## src/rtl/datapath_pkg.sv

```systemverilog
// rtl/datapath_pkg.sv - shared encodings, widths and decode helper for the datapath controller
//
// Holds the alu16 opcodes, instruction field encodings, the controller state
// enum and the instruction decode function. alu16 imports this package too so
// the opcodes stay in agreement.
package datapath_pkg;

    localparam int DATA_W     = 16;
    localparam int REG_ADDR_W = 4;
    localparam int ALU_OP_W   = 5;
    localparam int OP_W       = 4;
    localparam int EXT_W      = 4;
    localparam int IMM8_W     = 8;

    // alu16 opcodes
    localparam logic [ALU_OP_W-1:0] ALU_ADD = 5'd0;
    localparam logic [ALU_OP_W-1:0] ALU_SUB = 5'd1;
    localparam logic [ALU_OP_W-1:0] ALU_AND = 5'd2;
    localparam logic [ALU_OP_W-1:0] ALU_OR  = 5'd3;
    localparam logic [ALU_OP_W-1:0] ALU_XOR = 5'd4;
    localparam logic [ALU_OP_W-1:0] ALU_CMP = 5'd5;
    localparam logic [ALU_OP_W-1:0] ALU_MOV = 5'd6;

    // op field value that selects the register-register group (ext picks the op)
    localparam logic [OP_W-1:0] OP_RR = 4'b0000;

    // Operation codes: used as ext for register-register ops and as op for
    // immediate ops. LUI exists only in the immediate form.
    localparam logic [OP_W-1:0] CODE_ADD = 4'b0101;
    localparam logic [OP_W-1:0] CODE_SUB = 4'b1001;
    localparam logic [OP_W-1:0] CODE_CMP = 4'b1011;
    localparam logic [OP_W-1:0] CODE_AND = 4'b0001;
    localparam logic [OP_W-1:0] CODE_OR  = 4'b0010;
    localparam logic [OP_W-1:0] CODE_XOR = 4'b0011;
    localparam logic [OP_W-1:0] CODE_MOV = 4'b1101;
    localparam logic [OP_W-1:0] CODE_LUI = 4'b1111;

    typedef enum logic [1:0] {
        ST_IDLE   = 2'd0,
        ST_DECODE = 2'd1,
        ST_EXEC   = 2'd2,
        ST_WB     = 2'd3
    } state_e;

    typedef enum logic [1:0] {
        EXT_ZERO  = 2'd0,
        EXT_SIGN  = 2'd1,
        EXT_UPPER = 2'd2
    } ext_sel_e;

    typedef struct packed {
        logic                legal;
        logic [ALU_OP_W-1:0] alu_op;
        logic                b_sel;
        ext_sel_e            ext_sel;
        logic                flags;
        logic                write;
    } decode_t;

    function automatic decode_t decode_instr(input logic [DATA_W-1:0] instr);
        decode_t          d;
        logic [OP_W-1:0]  op;
        logic [OP_W-1:0]  code;
        logic             is_imm;
        op     = instr[15:12];
        is_imm = (op != OP_RR);
        // Both instruction groups share one code table; only the field differs.
        code   = is_imm ? op : instr[7:4];
        d         = '0;
        d.ext_sel = EXT_ZERO;
        d.b_sel   = is_imm;
        case (code)
            CODE_ADD: begin d.legal = 1'b1; d.alu_op = ALU_ADD; d.ext_sel = EXT_SIGN; d.flags = 1'b1; d.write = 1'b1; end
            CODE_SUB: begin d.legal = 1'b1; d.alu_op = ALU_SUB; d.ext_sel = EXT_SIGN; d.flags = 1'b1; d.write = 1'b1; end
            CODE_CMP: begin d.legal = 1'b1; d.alu_op = ALU_CMP; d.ext_sel = EXT_SIGN; d.flags = 1'b1; end
            CODE_AND: begin d.legal = 1'b1; d.alu_op = ALU_AND; d.flags = 1'b1; d.write = 1'b1; end
            CODE_OR:  begin d.legal = 1'b1; d.alu_op = ALU_OR;  d.flags = 1'b1; d.write = 1'b1; end
            CODE_XOR: begin d.legal = 1'b1; d.alu_op = ALU_XOR; d.flags = 1'b1; d.write = 1'b1; end
            CODE_MOV: begin d.legal = 1'b1; d.alu_op = ALU_MOV; d.write = 1'b1; end
            // LUI is MOV of an upper-shifted immediate; ext=1111 in the RR group is illegal
            CODE_LUI: begin d.legal = is_imm; d.alu_op = ALU_MOV; d.ext_sel = EXT_UPPER; d.write = is_imm; end
            default:  d.legal = 1'b0;
        endcase
        if (!d.legal) begin
            d.alu_op = '0;
        end
        return d;
    endfunction

endpackage

```

## src/rtl/datapath_ctrl_if.sv

```systemverilog
// rtl/datapath_ctrl_if.sv - instruction handshake and regfile/ALU control bundle
//
// master: the controller (accepts instr, drives datapath control).
// slave : the instruction source plus regfile/alu16 side.
// Signals: instr, instr_valid, instr_ready, we, w_addr, ra_addr, rb_addr,
//          alu_op, b_sel, imm, flags_en, busy, illegal, retired.
interface datapath_ctrl_if;

    logic [datapath_pkg::DATA_W-1:0]     instr;
    logic                                instr_valid;
    logic                                instr_ready;
    logic                                we;
    logic [datapath_pkg::REG_ADDR_W-1:0] w_addr;
    logic [datapath_pkg::REG_ADDR_W-1:0] ra_addr;
    logic [datapath_pkg::REG_ADDR_W-1:0] rb_addr;
    logic [datapath_pkg::ALU_OP_W-1:0]   alu_op;
    logic                                b_sel;
    logic [datapath_pkg::DATA_W-1:0]     imm;
    logic                                flags_en;
    logic                                busy;
    logic                                illegal;
    logic                                retired;

    modport master (
        input  instr, instr_valid,
        output instr_ready, we, w_addr, ra_addr, rb_addr, alu_op, b_sel,
               imm, flags_en, busy, illegal, retired
    );

    modport slave (
        output instr, instr_valid,
        input  instr_ready, we, w_addr, ra_addr, rb_addr, alu_op, b_sel,
               imm, flags_en, busy, illegal, retired
    );

endinterface

```

## src/rtl/datapath_ctrl_imm_ext.sv

```systemverilog
// rtl/datapath_ctrl_imm_ext.sv - imm8 to 16-bit immediate extension
//
// Ports: imm8 (8-bit field), sel (zero / sign / upper), imm (16-bit result).
module imm_ext
    import datapath_pkg::*;
(
    input  logic [IMM8_W-1:0] imm8,
    input  ext_sel_e          sel,
    output logic [DATA_W-1:0] imm
);

    always_comb begin
        imm = '0;
        case (sel)
            EXT_SIGN:  imm = {{(DATA_W-IMM8_W){imm8[IMM8_W-1]}}, imm8};
            EXT_UPPER: imm = {imm8, {(DATA_W-IMM8_W){1'b0}}};
            default:   imm = {{(DATA_W-IMM8_W){1'b0}}, imm8};
        endcase
    end

endmodule

```

## src/rtl/datapath_ctrl.sv

```systemverilog
// rtl/datapath_ctrl.sv - multi-cycle control FSM for the regfile + alu16 datapath
//
// Ports: clk, rst (sync, active-high), bus (datapath_ctrl_if.master):
//   instruction valid/ready handshake in, regfile addresses, write enable,
//   alu_op, b_sel/imm, flags_en, busy, illegal and retired pulses out.
// Sequence per instruction: IDLE -> DECODE -> EXEC -> WB -> IDLE.
module datapath_ctrl
    import datapath_pkg::*;
(
    input  logic            clk,
    input  logic            rst,
    datapath_ctrl_if.master bus
);

    state_e            state_q;
    state_e            state_d;
    logic [DATA_W-1:0] instr_q;
    decode_t           dec;
    logic [DATA_W-1:0] imm_w;

    // Decode only from the latched word so outputs never follow live instr.
    always_comb begin
        dec = decode_instr(instr_q);
    end

    imm_ext u_imm_ext (
        .imm8 (instr_q[IMM8_W-1:0]),
        .sel  (dec.ext_sel),
        .imm  (imm_w)
    );

    always_ff @(posedge clk) begin
        if (rst) begin
            state_q <= ST_IDLE;
            instr_q <= '0;
        end else begin
            state_q <= state_d;
            if (state_q == ST_IDLE && bus.instr_valid) begin
                instr_q <= bus.instr;
            end
        end
    end

    always_comb begin
        state_d = state_q;
        case (state_q)
            ST_IDLE:   if (bus.instr_valid) state_d = ST_DECODE;
            ST_DECODE: state_d = dec.legal ? ST_EXEC : ST_IDLE;
            ST_EXEC:   state_d = ST_WB;
            ST_WB:     state_d = ST_IDLE;
            default:   state_d = ST_IDLE;
        endcase
    end

    always_comb begin
        bus.instr_ready = 1'b0;
        bus.we          = 1'b0;
        bus.w_addr      = '0;
        bus.ra_addr     = '0;
        bus.rb_addr     = '0;
        bus.alu_op      = '0;
        bus.b_sel       = 1'b0;
        bus.imm         = '0;
        bus.flags_en    = 1'b0;
        bus.busy        = 1'b0;
        bus.illegal     = 1'b0;
        bus.retired     = 1'b0;
        if (state_q == ST_IDLE) begin
            bus.instr_ready = 1'b1;
        end else begin
            // Operand selection is held steady from DECODE through WB.
            bus.busy    = 1'b1;
            bus.ra_addr = instr_q[11:8];
            bus.rb_addr = instr_q[3:0];
            bus.alu_op  = dec.alu_op;
            bus.b_sel   = dec.b_sel;
            bus.imm     = imm_w;
            case (state_q)
                ST_DECODE: bus.illegal = ~dec.legal;
                ST_EXEC:   bus.flags_en = dec.flags;
                ST_WB: begin
                    bus.w_addr  = instr_q[11:8];
                    bus.we      = dec.write;
                    bus.retired = 1'b1;
                end
                default: ;
            endcase
        end
    end

endmodule

```

## src/flat_wrapper.sv

```systemverilog
// flat-port wrapper written by rule: the top's interface ports become plain ports
module datapath_ctrl_flat import datapath_pkg::*;
  (clk, rst, bus_instr, bus_instr_valid, bus_instr_ready, bus_we, bus_w_addr, bus_ra_addr, bus_rb_addr, bus_alu_op, bus_b_sel, bus_imm, bus_flags_en, bus_busy, bus_illegal, bus_retired);
  datapath_ctrl_if bus_i ();
  input  logic clk;
  input  logic rst;
  input wire logic [$bits(bus_i.instr)-1:0] bus_instr;
  input wire logic [$bits(bus_i.instr_valid)-1:0] bus_instr_valid;
  output wire logic [$bits(bus_i.instr_ready)-1:0] bus_instr_ready;
  output wire logic [$bits(bus_i.we)-1:0] bus_we;
  output wire logic [$bits(bus_i.w_addr)-1:0] bus_w_addr;
  output wire logic [$bits(bus_i.ra_addr)-1:0] bus_ra_addr;
  output wire logic [$bits(bus_i.rb_addr)-1:0] bus_rb_addr;
  output wire logic [$bits(bus_i.alu_op)-1:0] bus_alu_op;
  output wire logic [$bits(bus_i.b_sel)-1:0] bus_b_sel;
  output wire logic [$bits(bus_i.imm)-1:0] bus_imm;
  output wire logic [$bits(bus_i.flags_en)-1:0] bus_flags_en;
  output wire logic [$bits(bus_i.busy)-1:0] bus_busy;
  output wire logic [$bits(bus_i.illegal)-1:0] bus_illegal;
  output wire logic [$bits(bus_i.retired)-1:0] bus_retired;
  assign bus_i.instr = bus_instr;
  assign bus_i.instr_valid = bus_instr_valid;
  assign bus_instr_ready = bus_i.instr_ready;
  assign bus_we = bus_i.we;
  assign bus_w_addr = bus_i.w_addr;
  assign bus_ra_addr = bus_i.ra_addr;
  assign bus_rb_addr = bus_i.rb_addr;
  assign bus_alu_op = bus_i.alu_op;
  assign bus_b_sel = bus_i.b_sel;
  assign bus_imm = bus_i.imm;
  assign bus_flags_en = bus_i.flags_en;
  assign bus_busy = bus_i.busy;
  assign bus_illegal = bus_i.illegal;
  assign bus_retired = bus_i.retired;
  datapath_ctrl u_core (.clk(clk), .rst(rst), .bus(bus_i));
endmodule
```

## config.mk

```make
export PLATFORM = sky130hd
export DESIGN_NAME = datapath_ctrl_flat
export DESIGN_NICKNAME = d
export VERILOG_FILES = /design/src/rtl/datapath_pkg.sv /design/src/rtl/datapath_ctrl_if.sv /design/src/rtl/datapath_ctrl_imm_ext.sv /design/src/rtl/datapath_ctrl.sv /design/src/flat_wrapper.sv
export SDC_FILE = /design/constraint.sdc
export NUM_CORES = 1
export LEC_CHECK = 0
export BUFFER_PORTS_ARGS = -buffer_cell sky130_fd_sc_hd__clkbuf_2
export CORE_MARGIN = 4
export CORE_UTILIZATION = 49
export CTS_CLUSTER_DIAMETER = 80
export DETAILED_ROUTE_END_ITERATION = 6
export PLACE_DENSITY = 0.88
export SYNTH_ARGS = -nofsm -noshare
export SYNTH_HDL_FRONTEND = slang
export SYNTH_SLANG_ARGS = --single-unit
```

## constraint.sdc

```tcl
create_clock -name clk -period 3.9 [get_ports clk]
set_input_delay 0.39 -clock clk [delete_from_list [all_inputs] [get_ports clk]]
set_output_delay 0.39 -clock clk [all_outputs]
set_load 0.005 [all_outputs]
```

==> flow_summary.toml <==
[critical_path]
rr_endpoint = "u_core.instr_q[10]"
critical_path_depth = 9
path_buf_inv = 2
r2r_cells = 5
crit_family = "simple AND/OR/NAND/NOR gates"
cp.required_ps = 3510
crit_path_start = "u_core.instr_q[14]"
cp-start-kind = "register"
arrival_ps = 2550
r2r_slack_ps = 2250
crit_path_end_kind = "output pin"
crit_slowest_cell = "dfxtp_1"
endpoint = "bus_imm[4]"
path_cells = "inv_1, a31oi_2, nand3b_1, a21o_1, ha_1, nor2_1, nor2_1, and2_1, clkbuf_2"
path_common_cell = "nor2_1"
critPathMaxStageDelay_ps = 520
critPathMaxFanout = 8
crit_type = "register to output pin"
reg2reg_from = "u_core.state_q[0]"

[sta]
hold_viol = 0
skew_ps = 6.02
fin_tns_setup_ps = 0
fmax_ghz = 0.340
setup_viol = 0
post-route-min-period_ps = 2940
drv_slew = 0
grt_setup_unrepaired = "false"
period_share_pct = 75.3
worstMarginPinSlew_ps = 519
max_slew_margin_pct = 65.4

[placement]
port_buffers = 56
place.gp.congestion = 0.827
dp_hpwl_mm = 2.49

[cells_and_area]
nets = 246
n_antenna_cell = 0
drive_above_1_share_pct = 31.8
syn_to_final_growth_pct = 22.3
fillers = 221

[floorplan]
fp.dieW_microns = 58.3
die-height_microns = 58.3
core_sq_um = 2320
rows = 17
start_util_pct = 53.5
fp.dieArea_sq_um = 3400
ios = 59

[hold_path]
hp-class = "input pin to register"

[clock_tree]
cts.sinks = 18
htreeDepth = 1
ctsHoldBuffers = 0
clkTransAtPathRegs_ps = 90
cts_setup_buffers = 0
cts-root-buf = "clkbuf_4"
cts_inserted_buffers = 3
cts_resized = 0
tritoncts = "done"
clkLatencyLatePin_ps = 280
cts_max_path_buffers = 2

[power]
ir_drop_uv = 222
cellLeakagePower_nw = 0.683
power.total_mw = 0.416
power_density_nw_per_um2 = 274

[detailed_routing]
wl_mm = 3.10
drt_iter0_drc = 56
wl_per_cell_microns = 12.3
drc_errors = 0
firstDrtPassIters = 4
avgViaCountPerCell = 5.27
num_vias = 1324
ant_nets = 0

[global_route]
grt_pass1_wl_mm = 5.17
grt_pass1_vias = 1232
grt_start_max_net_pins = 20
antenna_found_initial = 0
grt_overflow = 0
track_usage_pct = 18.9

[synthesis]
ys_seq_area_share_pct = 29.0
avgSynthCellArea_sq_um = 7.13
ys_warn_count = 0
synth_ff_type = "dfxtp_1"
synth_edf_count = 0
ys_seq_elements = 18
ys_types = 41
synth_cells = 174
netlist_area_sq_um = 1240
synthArstFlopShare_pct = 0

[status]
outcome = "complete, no violations"

[job]
maxCapViolations = 0
## worst reg2reg max path: stages (launching register included)
cell and delay [ps]:
dfxtp_1 380, or2_4 340, inv_4 120, and2_1 470
nand2_1 140, a21oi_1 150
## kinds of logic (layout without fill, tap and decap cells)
kind of cell	after synthesis	count (layout)	share of synthesized area, %
fa+ha+maj	2	2	2.02
compound gates	43	43	23.5
buf+inv	16	64	6.95
xor+xnor	1	1	0.706
flops	18	18	29.0
simple gates	93	93	37.5
other cells	1	2	0.302
## cell usage in the layout, fill, tap and decap left out
cell / count
xnor2_1: 1
clkbuf_2: 56
or3_1: 1
or2_2: 1
a21o_1: 1
a31oi_1: 1
o2bb2ai_1: 1
a31oi_4: 1
inv_1: 4
a211o_1: 1
nor3_1: 3
or2_4: 2
o22ai_1: 1
and2_1: 18
nor2_4: 2
a21oi_1: 27
nor4b_1: 1
nor2b_1: 1
nand2b_1: 4
or2_1: 1
nand3_1: 3
nand3b_1: 1
clkbuf_4: 3
nand2_1: 44
a41o_1: 1
o32ai_2: 1
and3_1: 4
nor2_1: 7
a21boi_1: 1
dfxtp_1: 18
a31oi_2: 2
a22oi_1: 1
a21o_2: 1
conb_1: 2
ha_1: 2
o21ai_0: 2
a211oi_2: 1
inv_4: 1
## synth_stat cells, types with 2 or more instances
| master | count | area [sq um] |
|---|---|---|
| a21oi_1 | 27 | 135 |
| a31oi_2 | 2 | 25.0 |
| and2_1 | 18 | 113 |
| and3_1 | 4 | 25.0 |
| buf_4 | 4 | 30.0 |
| clkbuf_1 | 4 | 15.0 |
| dfxtp_1 | 18 | 360 |
| ha_1 | 2 | 25.0 |
| inv_1 | 4 | 15.0 |
| nand2_1 | 44 | 165 |
| nand2b_1 | 4 | 25.0 |
| nand3_1 | 3 | 15.0 |
| nor2_1 | 7 | 26.3 |
| nor2_4 | 2 | 22.5 |
| nor3_1 | 3 | 15.0 |
| o21ai_0 | 2 | 10.0 |
| or2_4 | 2 | 17.5 |
## routing by layer
layer,track usage (%),share of wire (%),wire length (microns)
met1,23.9,43,1340
met2,32.5,50,1540
met3,1.97,6.5,201
met4,7.95,0.55,17
met5,0,0,0
## area by class of cell
cell class | instances | area (sq um) | share of cell area (%)
Multi-Input combinational cell | 141 | 798 | 52.6
Sequential cell | 18 | 360 | 23.7
Timing Repair Buffer | 56 | 280 | 18.5
Tap cell | 28 | 35.0 | 2.31
Clock buffer | 3 | 22.5 | 1.48
Inverter | 5 | 21.3 | 1.40
## report_power, final
group,switching [mW],internal (mW),total (mW)
logic,0.0685,0.0484,0.117
registers,0.0178,0.196,0.214
clock network,0.0494,0.0358,0.0852
total,0.136,0.281,0.416
## worst min path at each step
stage	startpoint	end	slack, ps	depth (start not counted)
5_1_grt	bus_instr[12]	u_core.instr_q[12]	330	3
6_report	bus_instr[13]	u_core.instr_q[13]	320	3
3_5_place_dp	u_core.instr_q[11]	u_core.instr_q[11]	460	2
3_3_place_gp	u_core.instr_q[11]	u_core.instr_q[11]	450	2
4_1_cts	bus_instr[13]	u_core.instr_q[13]	310	3
2_1_floorplan	u_core.instr_q[10]	u_core.instr_q[10]	440	2
## metrics by stage
step	setup slack (ps)	instances	util, %	cell area (sq um)	hold WS (ps)
finish	962	251	65.5	1520	319
global route	740	251	65.5	1520	326
CTS	992	251	65.5	1520	313
detailed placement	1320	248	64.5	1500	455
global placement	1350	248	64.5	1500	451
floorplan	1620	175	-	1240	440
## state kept, by name, summed over array words and instances, names as in the netlist, named ones only
| name | flops |
|---|---|
| u_core.instr_q | 16 |
| u_core.state_q | 1 |
No activity file was read; power rests on OpenSTA's default activity.
